===== src/rtl/ex_muldiv_pkg.sv =====
// ex_muldiv_pkg: shared encodings for the EX-stage RV32M multiply/divide unit.
// Holds funct3 op codes, FSM state encoding and the default operand width.
package ex_muldiv_pkg;

  localparam int MD_XLEN = 32;

  typedef enum logic [2:0] {
    MD_MUL    = 3'd0,
    MD_MULH   = 3'd1,
    MD_MULHSU = 3'd2,
    MD_MULHU  = 3'd3,
    MD_DIV    = 3'd4,
    MD_DIVU   = 3'd5,
    MD_REM    = 3'd6,
    MD_REMU   = 3'd7
  } md_op_e;

  typedef enum logic [2:0] {
    S_IDLE  = 3'd0,
    S_MUL   = 3'd1,
    S_DIV   = 3'd2,
    S_FIXUP = 3'd3,
    S_DONE  = 3'd4
  } md_state_e;

endpackage


===== src/rtl/ex_muldiv_if.sv =====
// ex_muldiv_if: EX-stage request/result bundle for the M-extension unit.
// master = pipeline (req, op, rs1, rs2); slave = unit (stall, valid, result).
interface ex_muldiv_if
  import ex_muldiv_pkg::*;
#(
  parameter int XLEN = MD_XLEN
);
  logic            md_req;
  logic [2:0]      md_op;
  logic [XLEN-1:0] md_rs1;
  logic [XLEN-1:0] md_rs2;
  logic            exe_stall;
  logic            md_result_valid;
  logic [XLEN-1:0] md_result;

  modport master (
    output md_req, md_op, md_rs1, md_rs2,
    input  exe_stall, md_result_valid, md_result
  );

  modport slave (
    input  md_req, md_op, md_rs1, md_rs2,
    output exe_stall, md_result_valid, md_result
  );
endinterface


===== src/rtl/ex_muldiv_div_step.sv =====
// md_div_step: combinational restoring-divide step, DIV_BITS quotient bits.
// In: rem_i, quo_i (dividend shifts out MSB first), dvs_i. Out: rem_o, quo_o.
module md_div_step #(
  parameter int XLEN     = 32,
  parameter int DIV_BITS = 1
)(
  input  logic [XLEN:0]   rem_i,
  input  logic [XLEN-1:0] quo_i,
  input  logic [XLEN-1:0] dvs_i,
  output logic [XLEN:0]   rem_o,
  output logic [XLEN-1:0] quo_o
);

  logic [XLEN:0]   r;
  logic [XLEN-1:0] q;
  logic [XLEN+1:0] sh;
  logic [XLEN+1:0] tr;

  always_comb begin
    r  = rem_i;
    q  = quo_i;
    sh = '0;
    tr = '0;
    for (int i = 0; i < DIV_BITS; i++) begin
      sh = {r, q[XLEN-1]};
      q  = {q[XLEN-2:0], 1'b0};
      // trial subtract; the extra top bit is the borrow
      tr = sh - {2'b00, dvs_i};
      if (!tr[XLEN+1]) begin
        r    = tr[XLEN:0];
        q[0] = 1'b1;
      end else begin
        r = sh[XLEN:0];
      end
    end
    rem_o = r;
    quo_o = q;
  end

endmodule


===== src/rtl/ex_muldiv.sv =====
// ex_muldiv: EX-stage RV32M unit; stalls decode->execute until result ready.
// Ports: clk, cpurst, md_kill, pipe_hold, md_busy, md (ex_muldiv_if.slave).
module ex_muldiv
  import ex_muldiv_pkg::*;
#(
  parameter int XLEN     = MD_XLEN,
  parameter int DIV_BITS = 1
)(
  input  logic         clk,
  input  logic         cpurst,
  input  logic         md_kill,
  input  logic         pipe_hold,
  output logic         md_busy,
  ex_muldiv_if.slave   md
);

  localparam int STEPS = XLEN / DIV_BITS;
  localparam int CNT_W = $clog2(STEPS + 1);
  localparam logic [CNT_W-1:0] CNT_INIT = CNT_W'(STEPS);
  localparam logic [CNT_W-1:0] CNT_LAST = CNT_W'(1);
  localparam logic [XLEN-1:0] MIN_NEG = {1'b1, {(XLEN-1){1'b0}}};

  md_state_e state_q, state_d;

  logic [2:0]      op_q;
  logic [XLEN-1:0] rs1_q, rs2_q;
  logic            sx1_q, sx2_q;
  logic [XLEN:0]   rem_q, rem_n;
  logic [XLEN-1:0] quo_q, quo_n;
  logic [XLEN-1:0] dvs_q;
  logic [CNT_W-1:0] cnt_q;
  logic [XLEN-1:0] res_q;

  logic start;
  logic is_div, sgn_div, mulh1, mulh2;
  logic sx1_d, sx2_d;
  logic div_zero, div_ovf, div_fast;
  logic [XLEN-1:0] abs1, abs2, fast_res;

  assign start = md.md_req & ~md_kill;

  always_comb begin
    is_div  = 1'b0;
    sgn_div = 1'b0;
    mulh1   = 1'b0;
    mulh2   = 1'b0;
    unique case (1'b1)
      (md.md_op == MD_MULH): begin
        mulh1 = 1'b1;
        mulh2 = 1'b1;
      end
      (md.md_op == MD_MULHSU): mulh1 = 1'b1;
      (md.md_op == MD_DIV),
      (md.md_op == MD_REM): begin
        is_div  = 1'b1;
        sgn_div = 1'b1;
      end
      (md.md_op == MD_DIVU),
      (md.md_op == MD_REMU): is_div = 1'b1;
      default: ;
    endcase
  end

  // sign flags double as mul extension bits and div fixup flags
  assign sx1_d = (is_div ? sgn_div : mulh1) & md.md_rs1[XLEN-1];
  assign sx2_d = (is_div ? sgn_div : mulh2) & md.md_rs2[XLEN-1];
  assign abs1  = sx1_d ? -md.md_rs1 : md.md_rs1;
  assign abs2  = sx2_d ? -md.md_rs2 : md.md_rs2;

  assign div_zero = (md.md_rs2 == '0);
  assign div_ovf  = sgn_div & (md.md_rs1 == MIN_NEG)
                  & (md.md_rs2 == '1);
  assign div_fast = div_zero | div_ovf;

  // md_op[1] selects remainder for DIV*/REM* encodings
  always_comb begin
    fast_res = '0;
    if (md.md_op[1])
      fast_res = div_zero ? md.md_rs1 : '0;
    else
      fast_res = div_zero ? '1 : md.md_rs1;
  end

  // 33x33 signed product, carried at 2*XLEN so every bit is kept
  logic signed [2*XLEN-1:0] mul_a, mul_b, prod;
  assign mul_a = {{XLEN{sx1_q}}, rs1_q};
  assign mul_b = {{XLEN{sx2_q}}, rs2_q};
  assign prod  = mul_a * mul_b;

  md_div_step #(
    .XLEN     (XLEN),
    .DIV_BITS (DIV_BITS)
  ) u_step (
    .rem_i (rem_q),
    .quo_i (quo_q),
    .dvs_i (dvs_q),
    .rem_o (rem_n),
    .quo_o (quo_n)
  );

  logic [XLEN-1:0] quo_fix, rem_fix;
  assign quo_fix = (sx1_q ^ sx2_q) ? -quo_q : quo_q;
  assign rem_fix = sx1_q ? -rem_q[XLEN-1:0] : rem_q[XLEN-1:0];

  always_ff @(posedge clk) begin
    if (cpurst) state_q <= S_IDLE;
    else        state_q <= state_d;
  end

  always_comb begin
    state_d = state_q;
    unique case (state_q)
      S_IDLE: begin
        if (start) begin
          if (!is_div)       state_d = S_MUL;
          else if (div_fast) state_d = S_DONE;
          else               state_d = S_DIV;
        end
      end
      S_MUL:   state_d = S_DONE;
      S_DIV:   if (cnt_q == CNT_LAST) state_d = S_FIXUP;
      S_FIXUP: state_d = S_DONE;
      S_DONE:  if (!pipe_hold) state_d = S_IDLE;
      default: state_d = S_IDLE;
    endcase
    if (md_kill) state_d = S_IDLE;
  end

  always_ff @(posedge clk) begin
    if (cpurst) begin
      op_q  <= '0;
      rs1_q <= '0;
      rs2_q <= '0;
      sx1_q <= 1'b0;
      sx2_q <= 1'b0;
      rem_q <= '0;
      quo_q <= '0;
      dvs_q <= '0;
      cnt_q <= '0;
      res_q <= '0;
    end else if (!md_kill) begin
      unique case (state_q)
        S_IDLE: begin
          if (start) begin
            op_q  <= md.md_op;
            rs1_q <= md.md_rs1;
            rs2_q <= md.md_rs2;
            sx1_q <= sx1_d;
            sx2_q <= sx2_d;
            rem_q <= '0;
            quo_q <= abs1;
            dvs_q <= abs2;
            cnt_q <= CNT_INIT;
            if (is_div && div_fast) res_q <= fast_res;
          end
        end
        S_MUL: begin
          if (op_q == MD_MUL) res_q <= prod[XLEN-1:0];
          else                res_q <= prod[2*XLEN-1:XLEN];
        end
        S_DIV: begin
          rem_q <= rem_n;
          quo_q <= quo_n;
          cnt_q <= cnt_q - CNT_LAST;
        end
        S_FIXUP: res_q <= op_q[1] ? rem_fix : quo_fix;
        default: ;
      endcase
    end
  end

  assign md.exe_stall = md.md_req & ~md_kill & ~cpurst
                      & (state_q != S_DONE);
  assign md.md_result_valid = (state_q == S_DONE) & ~md_kill;
  assign md.md_result = res_q;
  assign md_busy = (state_q != S_IDLE);

endmodule


===== src/flat_wrapper.sv =====
// flat-port wrapper written by rule: the top's interface ports become plain ports
module ex_muldiv_flat import ex_muldiv_pkg::*;
#(
  parameter int XLEN     = MD_XLEN,
  parameter int DIV_BITS = 1
)
  (clk, cpurst, md_kill, pipe_hold, md_busy, md_md_req, md_md_op, md_md_rs1, md_md_rs2, md_exe_stall, md_md_result_valid, md_md_result);
  ex_muldiv_if #(.XLEN(XLEN)) md_i ();
  input  logic clk;
  input  logic cpurst;
  input  logic md_kill;
  input  logic pipe_hold;
  output logic md_busy;
  input wire logic [$bits(md_i.md_req)-1:0] md_md_req;
  input wire logic [$bits(md_i.md_op)-1:0] md_md_op;
  input wire logic [$bits(md_i.md_rs1)-1:0] md_md_rs1;
  input wire logic [$bits(md_i.md_rs2)-1:0] md_md_rs2;
  output wire logic [$bits(md_i.exe_stall)-1:0] md_exe_stall;
  output wire logic [$bits(md_i.md_result_valid)-1:0] md_md_result_valid;
  output wire logic [$bits(md_i.md_result)-1:0] md_md_result;
  assign md_i.md_req = md_md_req;
  assign md_i.md_op = md_md_op;
  assign md_i.md_rs1 = md_md_rs1;
  assign md_i.md_rs2 = md_md_rs2;
  assign md_exe_stall = md_i.exe_stall;
  assign md_md_result_valid = md_i.md_result_valid;
  assign md_md_result = md_i.md_result;
  ex_muldiv #(.XLEN(XLEN), .DIV_BITS(DIV_BITS)) u_core (.clk(clk), .cpurst(cpurst), .md_kill(md_kill), .pipe_hold(pipe_hold), .md_busy(md_busy), .md(md_i));
endmodule

===== config.mk =====
export PLATFORM = sky130hd
export DESIGN_NAME = ex_muldiv_flat
export DESIGN_NICKNAME = d
export VERILOG_FILES = /design/src/rtl/ex_muldiv_pkg.sv /design/src/rtl/ex_muldiv_if.sv /design/src/rtl/ex_muldiv_div_step.sv /design/src/rtl/ex_muldiv.sv /design/src/flat_wrapper.sv
export SDC_FILE = /design/constraint.sdc
export NUM_CORES = 2
export LEC_CHECK = 0
export CAP_MARGIN = 25
export CORE_MARGIN = 1.5
export CORE_UTILIZATION = 53
export CTS_BUF_LIST = sky130_fd_sc_hd__clkbuf_16
export DETAILED_ROUTE_END_ITERATION = 12
export HOLD_SLACK_MARGIN = 0.15
export PLACE_DENSITY_LB_ADDON = 0.2
export SETUP_SLACK_MARGIN = 0.4
export SLEW_MARGIN = 40
export SYNTH_ARGS = -nofsm -noshare
export SYNTH_HDL_FRONTEND = slang
export SYNTH_SLANG_ARGS = --single-unit

===== constraint.sdc =====
create_clock -name clk -period 15.65 [get_ports clk]
set_input_delay 1.565 -clock clk [delete_from_list [all_inputs] [get_ports clk]]
set_output_delay 1.565 -clock clk [all_outputs]
set_load 0.01 [all_outputs]

# --- After elaboration in Yosys (flattened, before gate mapping) ---
# Cells that the tools add are included.
totals:
  register_bits: 207
  output_inout_bits: 35
classes:
  n_addsub: 6
  multipliers: 1
  n_eq_ne: 18
  muxes: 32
  bitwise: 12
  n_reduce_logical: 16
op_table:
  columns: ["cell", "count"]
  rows:
  - ["32-bit two-way mux", 12]
  - ["32-bit negator", 4]
  - ["32-bit case mux with 3 select lines", 1]
  - ["33-bit two-way mux", 2]
  - ["33-bit case mux with 2 select lines", 1]
  - ["32-bit == test (second input constant)", 2]
  - ["33-bit by 33-bit multiplier with 64-bit output", 1]
  - ["32-bit case mux with 2 select lines", 1]
  - ["34-bit by 32-bit subtractor with 34-bit output", 1]
  - ["32-bit zero test", 1]
  - ["3-bit == test (second input constant)", 5]
  - ["3-bit two-way mux", 5]
  - ["3-bit case mux with 4 select lines", 1]
  - ["6-bit case mux with 2 select lines", 1]
  - ["3-bit by 2-bit == test with 1-bit output (second input constant)", 3]
  - ["3-bit AND reduction", 3]
  - ["1-bit bitwise AND", 8]
  - ["2-bit OR reduction", 4]
  - ["1-bit two-way mux", 7]
  - ["3-bit by 1-bit == test with 1-bit output (second input constant)", 2]
  - ["6-bit by 1-bit == test with 1-bit output (second input constant)", 1]
  - ["3-bit zero test", 2]
  - ["6-bit two-way mux", 1]
  - ["2-bit by 1-bit != test with 1-bit output (second input constant)", 3]
  - ["other kinds (11)", 13]

# --- Longest topological paths before layout ---
depth:
  ltp_word: 10
  mapped_depth: 32

# --- Cells and area by module ---
# Synthesis repeated with hierarchy kept, for this count alone.
unflattened:
  cells_unflattened: 6095
  area_unflattened_um2: 52695.5
modules_own_cells:
  columns: ["mod", "instances", "cells_each", "area_each_um2", "seq_area_each_um2"]
  rows:
  - ["ex_muldiv", 1, 5725, 50181.9, 4124.0]
  - ["md_div_step", 1, 370, 2513.7, 0.0]

# --- Least setup slack after synthesis ---
# No wires, ideal clock.
synth_timing:
  kind: "register -> register"
  from: "reg u_core.sx1_q"
  to: "reg u_core.res_q[26] (netlist: u_core.md.md_result[26])"
  setup_time_ns: 0.133
  arrival_ns: 8.239
  path_slack_ns: 7.278
  path_stages_with_launch: 29
  path_buffers: 4
  path_cell_list: "dfxtp_1 clkbuf_1 clkbuf_1 buf_1 nand2_1 inv_1 fa_1 fa_1 fa_1 fa_1 fa_1 fa_1 fa_1 inv_1 fa_1 inv_1 ha_1 clkbuf_1 a21oi_1 o21ai_0 a221oi_2 o211ai_1 a221oi_2 o211ai_1 a221oi_2 o21ai_2 o41a_1 o2111ai_1 a211oi_1"
synth_via:
  elab_chain_len: 4
  word_cells_on_any_way: 7
  classes_between: "mul: 1; mux: 5; bitwise: 1"
synth_rtl:
  columns: ["item", "line", "rtl"]
  rows:
  - ["start, declared", "ex_muldiv.sv:27", "logic sx1_q, sx2_q;"]
  - ["start signal, assigned", "ex_muldiv.sv:134", "sx1_q <= 1'b0;"]
  - ["start signal, assigned", "ex_muldiv.sv:148", "sx1_q <= sx1_d;"]
  - ["parallel branches: the longest is 3 deep, another holds 33-bit by 33-bit multiplier with 64-bit output", null, null]
  - ["32-bit case mux with 3 select lines (*)", "ex_muldiv.sv:142", "unique case (state_q)"]
  - ["end signal, assigned", "ex_muldiv.sv:154", "if (is_div && div_fast) res_q <= fast_res;"]
  - ["end signal, assigned", "ex_muldiv.sv:158", "if (op_q == MD_MUL) res_q <= prod[XLEN-1:0];"]
  - ["end signal, assigned", "ex_muldiv.sv:166", "S_FIXUP: res_q <= op_q[1] ? rem_fix : quo_fix;"]
  - ["end, declared", "ex_muldiv.sv:32", "logic [XLEN-1:0] res_q;"]
# Every way passes the cells marked *.
# A chain may end at the register's enable or synchronous reset.

# --- Worst setup path in the final report ---
layout_timing:
  from: "reg u_core.rs1_q[23]"
  to: "reg u_core.res_q[26] (netlist: u_core.md.md_result[26])"
layout_via:
  elab_chain_len: 3
layout_rtl:
  columns: ["item", "line", "rtl"]
  rows:
  - ["start, declared", "ex_muldiv.sv:26", "logic [XLEN-1:0] rs1_q, rs2_q;"]
  - ["start signal, assigned", "ex_muldiv.sv:146", "rs1_q <= md.md_rs1;"]
  - ["33-bit by 33-bit multiplier with 64-bit output", "ex_muldiv.sv:88", "assign prod = mul_a * mul_b;"]
  - ["32-bit two-way mux", "ex_muldiv.sv:158", null]
  - ["32-bit case mux with 3 select lines", "ex_muldiv.sv:142", null]
  - ["end signal, assigned", "ex_muldiv.sv:158", null]
  - ["end signal, assigned", "ex_muldiv.sv:159", "else res_q <= prod[2*XLEN-1:XLEN];"]
  - ["end signal, assigned", "ex_muldiv.sv:166", null]
# No other way between the ends.

==> summary.txt <==
Critical path
  • Worst setup path class: flop to flop
  • Reg2reg end: u_core.md.md_result[26]
  • Reg-to-reg slack, setup: around 6800 ps
  • CP endpoint kind: flop
  • Critical Path Start Type: flop
  • Reg-to-Reg Start: u_core.rs1_q[23]
  • Arr. time, crit path: just over 9000 ps
  • Slowest Stage Delay on Critical Path: 850 ps
  • Worst Reg-to-Reg Cells: 26
  • Critical Path Slowest Stage Cell: dfxtp_1
  • Worst Path Max Fanout: 19
  • CP Data Required Time: ~16000 ps
  • CP most frequent cell: fa_1

Detailed routing
  • Post-DR wirelength/cell: roughly 21 µm
  • Drt pass-1 iters: 6
  • Routed Antenna Nets: 0
  • Total number of vias: a little over 40000
  • Via-to-Cell Ratio: approximately 5.7
  • Iter 0 DRT Violations: ~2900
  • DR DRC count: 0
  • Final WL: 147000 µm

Die
  • Core ar.: roughly 0.097 mm²
  • Die area: ~0.099 mm²
  • Die height: approximately 320 µm
  • Row cnt: 114
  • DIE WIDTH: 315.2 µm
  • Ports: 107
  • Starting Density: between 50% and 60%

Clock tree
  • Post-CTS setup repair buffer count: 0
  • Post-CTS Resized: 0
  • Hold_buf cts: 0
  • Number of buffers created by CTS: 25
  • CTS root buffer: clkbuf_16
  • Max clock buf depth: 3
  • Clock transition at path regs: around 80 ps
  • CTS sink cnt: roughly 210
  • Clock latency on the worst-skew pair: approximately 550 ps
  • CTS tree: done
  • H-tree Lvls: 1

Logic synthesis
  • Post-synth EDFFs: 0
  • Ranking of synthesized cells by area: fa_1, inv_1, dfxtp_1
  • Synth async-reset ratio: 0%
  • Library cells used by synthesis: around 90
  • Seq/Total Area, Yosys: 7.983%
  • Leading area contributor after synthesis: fa_1
  • Post-synth top area share: around 44%
  • Syn Inst Count: 5907
  • Top FF cell, synth: dfxtp_1
  • Synthesized area per cell: 8.745 µm²
  • Syn nets: 7356
  • Synth Warn #: 0
  • Area of the mapped netlist: 0.05166 mm²
  • #FFs+latches synth: 206

Placement
  • I/O Buffers: approximately 110
  • GP Congestion: 0.9583
  • Placed cells: 7034
  • DP HPWL: around 120000 µm

GRT
  • Vias in the first global route: 42312
  • GRT overflow: 0
  • Initial antenna violation count: 6
  • First-pass GRT wire length: around 240000 µm
  • GRT Overall Usage: 30.81%
  • Largest net degree at the start of global routing: 80

Power and ir drop
  • Clk network pwr share: just under 30%
  • PD cells: 39.57 mW/mm²
  • Sw power: slightly above 0.9 mW
  • Combinational power share: between 40 and 50%
  • Int Pwr: roughly 1.3 mW
  • LEAKAGE: between 20 and 30 nW
  • Maximum vdd ir drop: 0.07676 mV
  • Final total power: between 2 and 2.5 mW
  • Sw frac: approximately two fifths
  • Sequential share of power: between 20 and 30%

Worst hold path
  • Hold Path Depth: 2
  • Hold Crit Endpoint: u_core.rs2_q[6]
  • Min-Delay Path Class: flop to flop
  • Min-delay src: u_core.rs2_q[6]

Cells and area
  • Layout Nets: a little over 7000
  • Layout cells sized above 1: under 10%
  • Post-route insts no fill: slightly above 7000
  • Fillers: slightly below 9000
  • Final core occ: a little under three fifths
  • Leading cell type in the layout, fill and taps excluded: inv_1
  • Most frequent cells in the layout: inv_1, fa_1, nand2_1
  • Layout area overhead: 5.767%

STA
  • Final cycle utilization of the critical path: a little under three fifths
  • Setup violations, final: 0
  • Layout Skew: 21.91 ps
  • RSZ-0062 raised after global routing: no
  • Tightest Pin Transition: slightly above 900 ps
  • Max-slew headroom: 39.46%
  • Final count of hold timing violations: 0
  • Minimum clock period after layout: just under 9000 ps
  • Fmax achieved: ~0.11 GHz
  • Setup TNS: 0 ps
  • Hold_ws: roughly 460 ps
  • Slew Limit Fails: 0

Status
  • Outcome: finished, final reports clean

Job
  • Max_cap viols: 0
[metal layers]
metal	GRT usage [%]	routed length, µm	vias up
met3	3.861	10450	300
li1	-	-	17761
met5	0	32	-
met1	41.28	59920	20763
met2	52.32	71770	1482
met4	9.069	4844	6
[worst max-delay path: cells and delay by family (launching register included)]
family,cells,cell delay [ps]
adders and majority gates,9,4340
buffers and inverters,5,610
and+or+nand+nor,1,180
AOI/OAI and AO/OA,11,2710
DFF,1,850
[final cells by class]
cell class | count | area [µm²] | share of cell area [%]
inverter | 1187 | 4456 | 8.155
timing repair buffer | 192 | 1728 | 3.163
multi-input combinational | 4173 | 41840 | 76.59
antenna | 1 | 2.502 | 0.004580
clock inverter | 21 | 237.7 | 0.4351
tap | 1276 | 1597 | 2.922
clock buffer | 25 | 625.6 | 1.145
sequential | 206 | 4146 | 7.589
[per-stage QoR]
step	area (µm²)	setup WS, ps
final	54640	6791
after CTS	54620	6676
after global placement	53710	6850
after detailed placement	53760	6747
after floorplan	51660	7278
after global routing	54630	6386
[how the worst max path moves through the flow]
stage | startpoint | end | slack, ps | cells past startpoint
2_1_floorplan | u_core.sx1_q | u_core.md.md_result[26] | 7280 | 28
3_3_place_gp | u_core.rs2_q[7] | u_core.md.md_result[26] | 6850 | 26
3_5_place_dp | u_core.rs2_q[7] | u_core.md.md_result[26] | 6750 | 26
4_1_cts | u_core.rs2_q[7] | u_core.md.md_result[26] | 6680 | 26
5_1_grt | u_core.rs1_q[23] | u_core.md.md_result[26] | 6390 | 26
6_report | u_core.rs1_q[23] | u_core.md.md_result[26] | 6790 | 26
[power groups by stage]
stage | combinational, mW | sequential, mW | clock (mW)
final | 0.940 | 0.592 | 0.630
after global routing | 1.04 | 0.595 | 0.653
after floorplan | 0.630 | 0.581 | 0
after CTS | 0.937 | 0.591 | 0.635
after global placement | 0.918 | 0.601 | 0
after detailed placement | 0.928 | 0.602 | 0
[cells by family after synthesis]
kind of cell,synth area share (%)
simple gates,16.96
mux,0.6782
buf+inv,11.18
fa+ha+maj,50.01
flops,7.983
compound gates,9.609
xor+xnor,3.577
[sequential cells by signal (all words and copies together) (netlist names)]
| signal | flops |
|---|---|
| u_core.cnt_q | 6 |
| u_core.dvs_q | 32 |
| u_core.md.md_result | 32 |
| u_core.op_q | 3 |
| u_core.quo_q | 32 |
| u_core.rem_q | 33 |
| u_core.rs1_q | 32 |
| u_core.rs2_q | 31 |
| u_core.state_q | 3 |
| u_core.sx1_q | 1 |
| u_core.sx2_q | 1 |
[synthesized netlist by cell type (all sizes together), types with 4 or more instances]
master      n
a31oi      23
mux2i      35
o31ai      28
o21bai     17
xnor2     120
nand4      24
and4        8
a222oi      5
a311oi     20
a22o       49
a21o       48
a21oi     222
and2      544
a21boi      4
a211o       4
o22ai       7
nand2b     28
a211oi     73
a2111oi     7
nor2      232
clkbuf    319
or2         6
nor2b      37
xor2       91
nor3       54
or4        11
nand2     759
buf        22
a221oi     18
and3       15
fa       1126
o2111ai     5
dfxtp     206
o41ai      15
o211ai     18
nor4       19
maj3       15
o21a       18
nand3      26
a221o       4
o21ai     135
ha        251
or3        19
inv      1186
(Power assumes the default switching activity.)
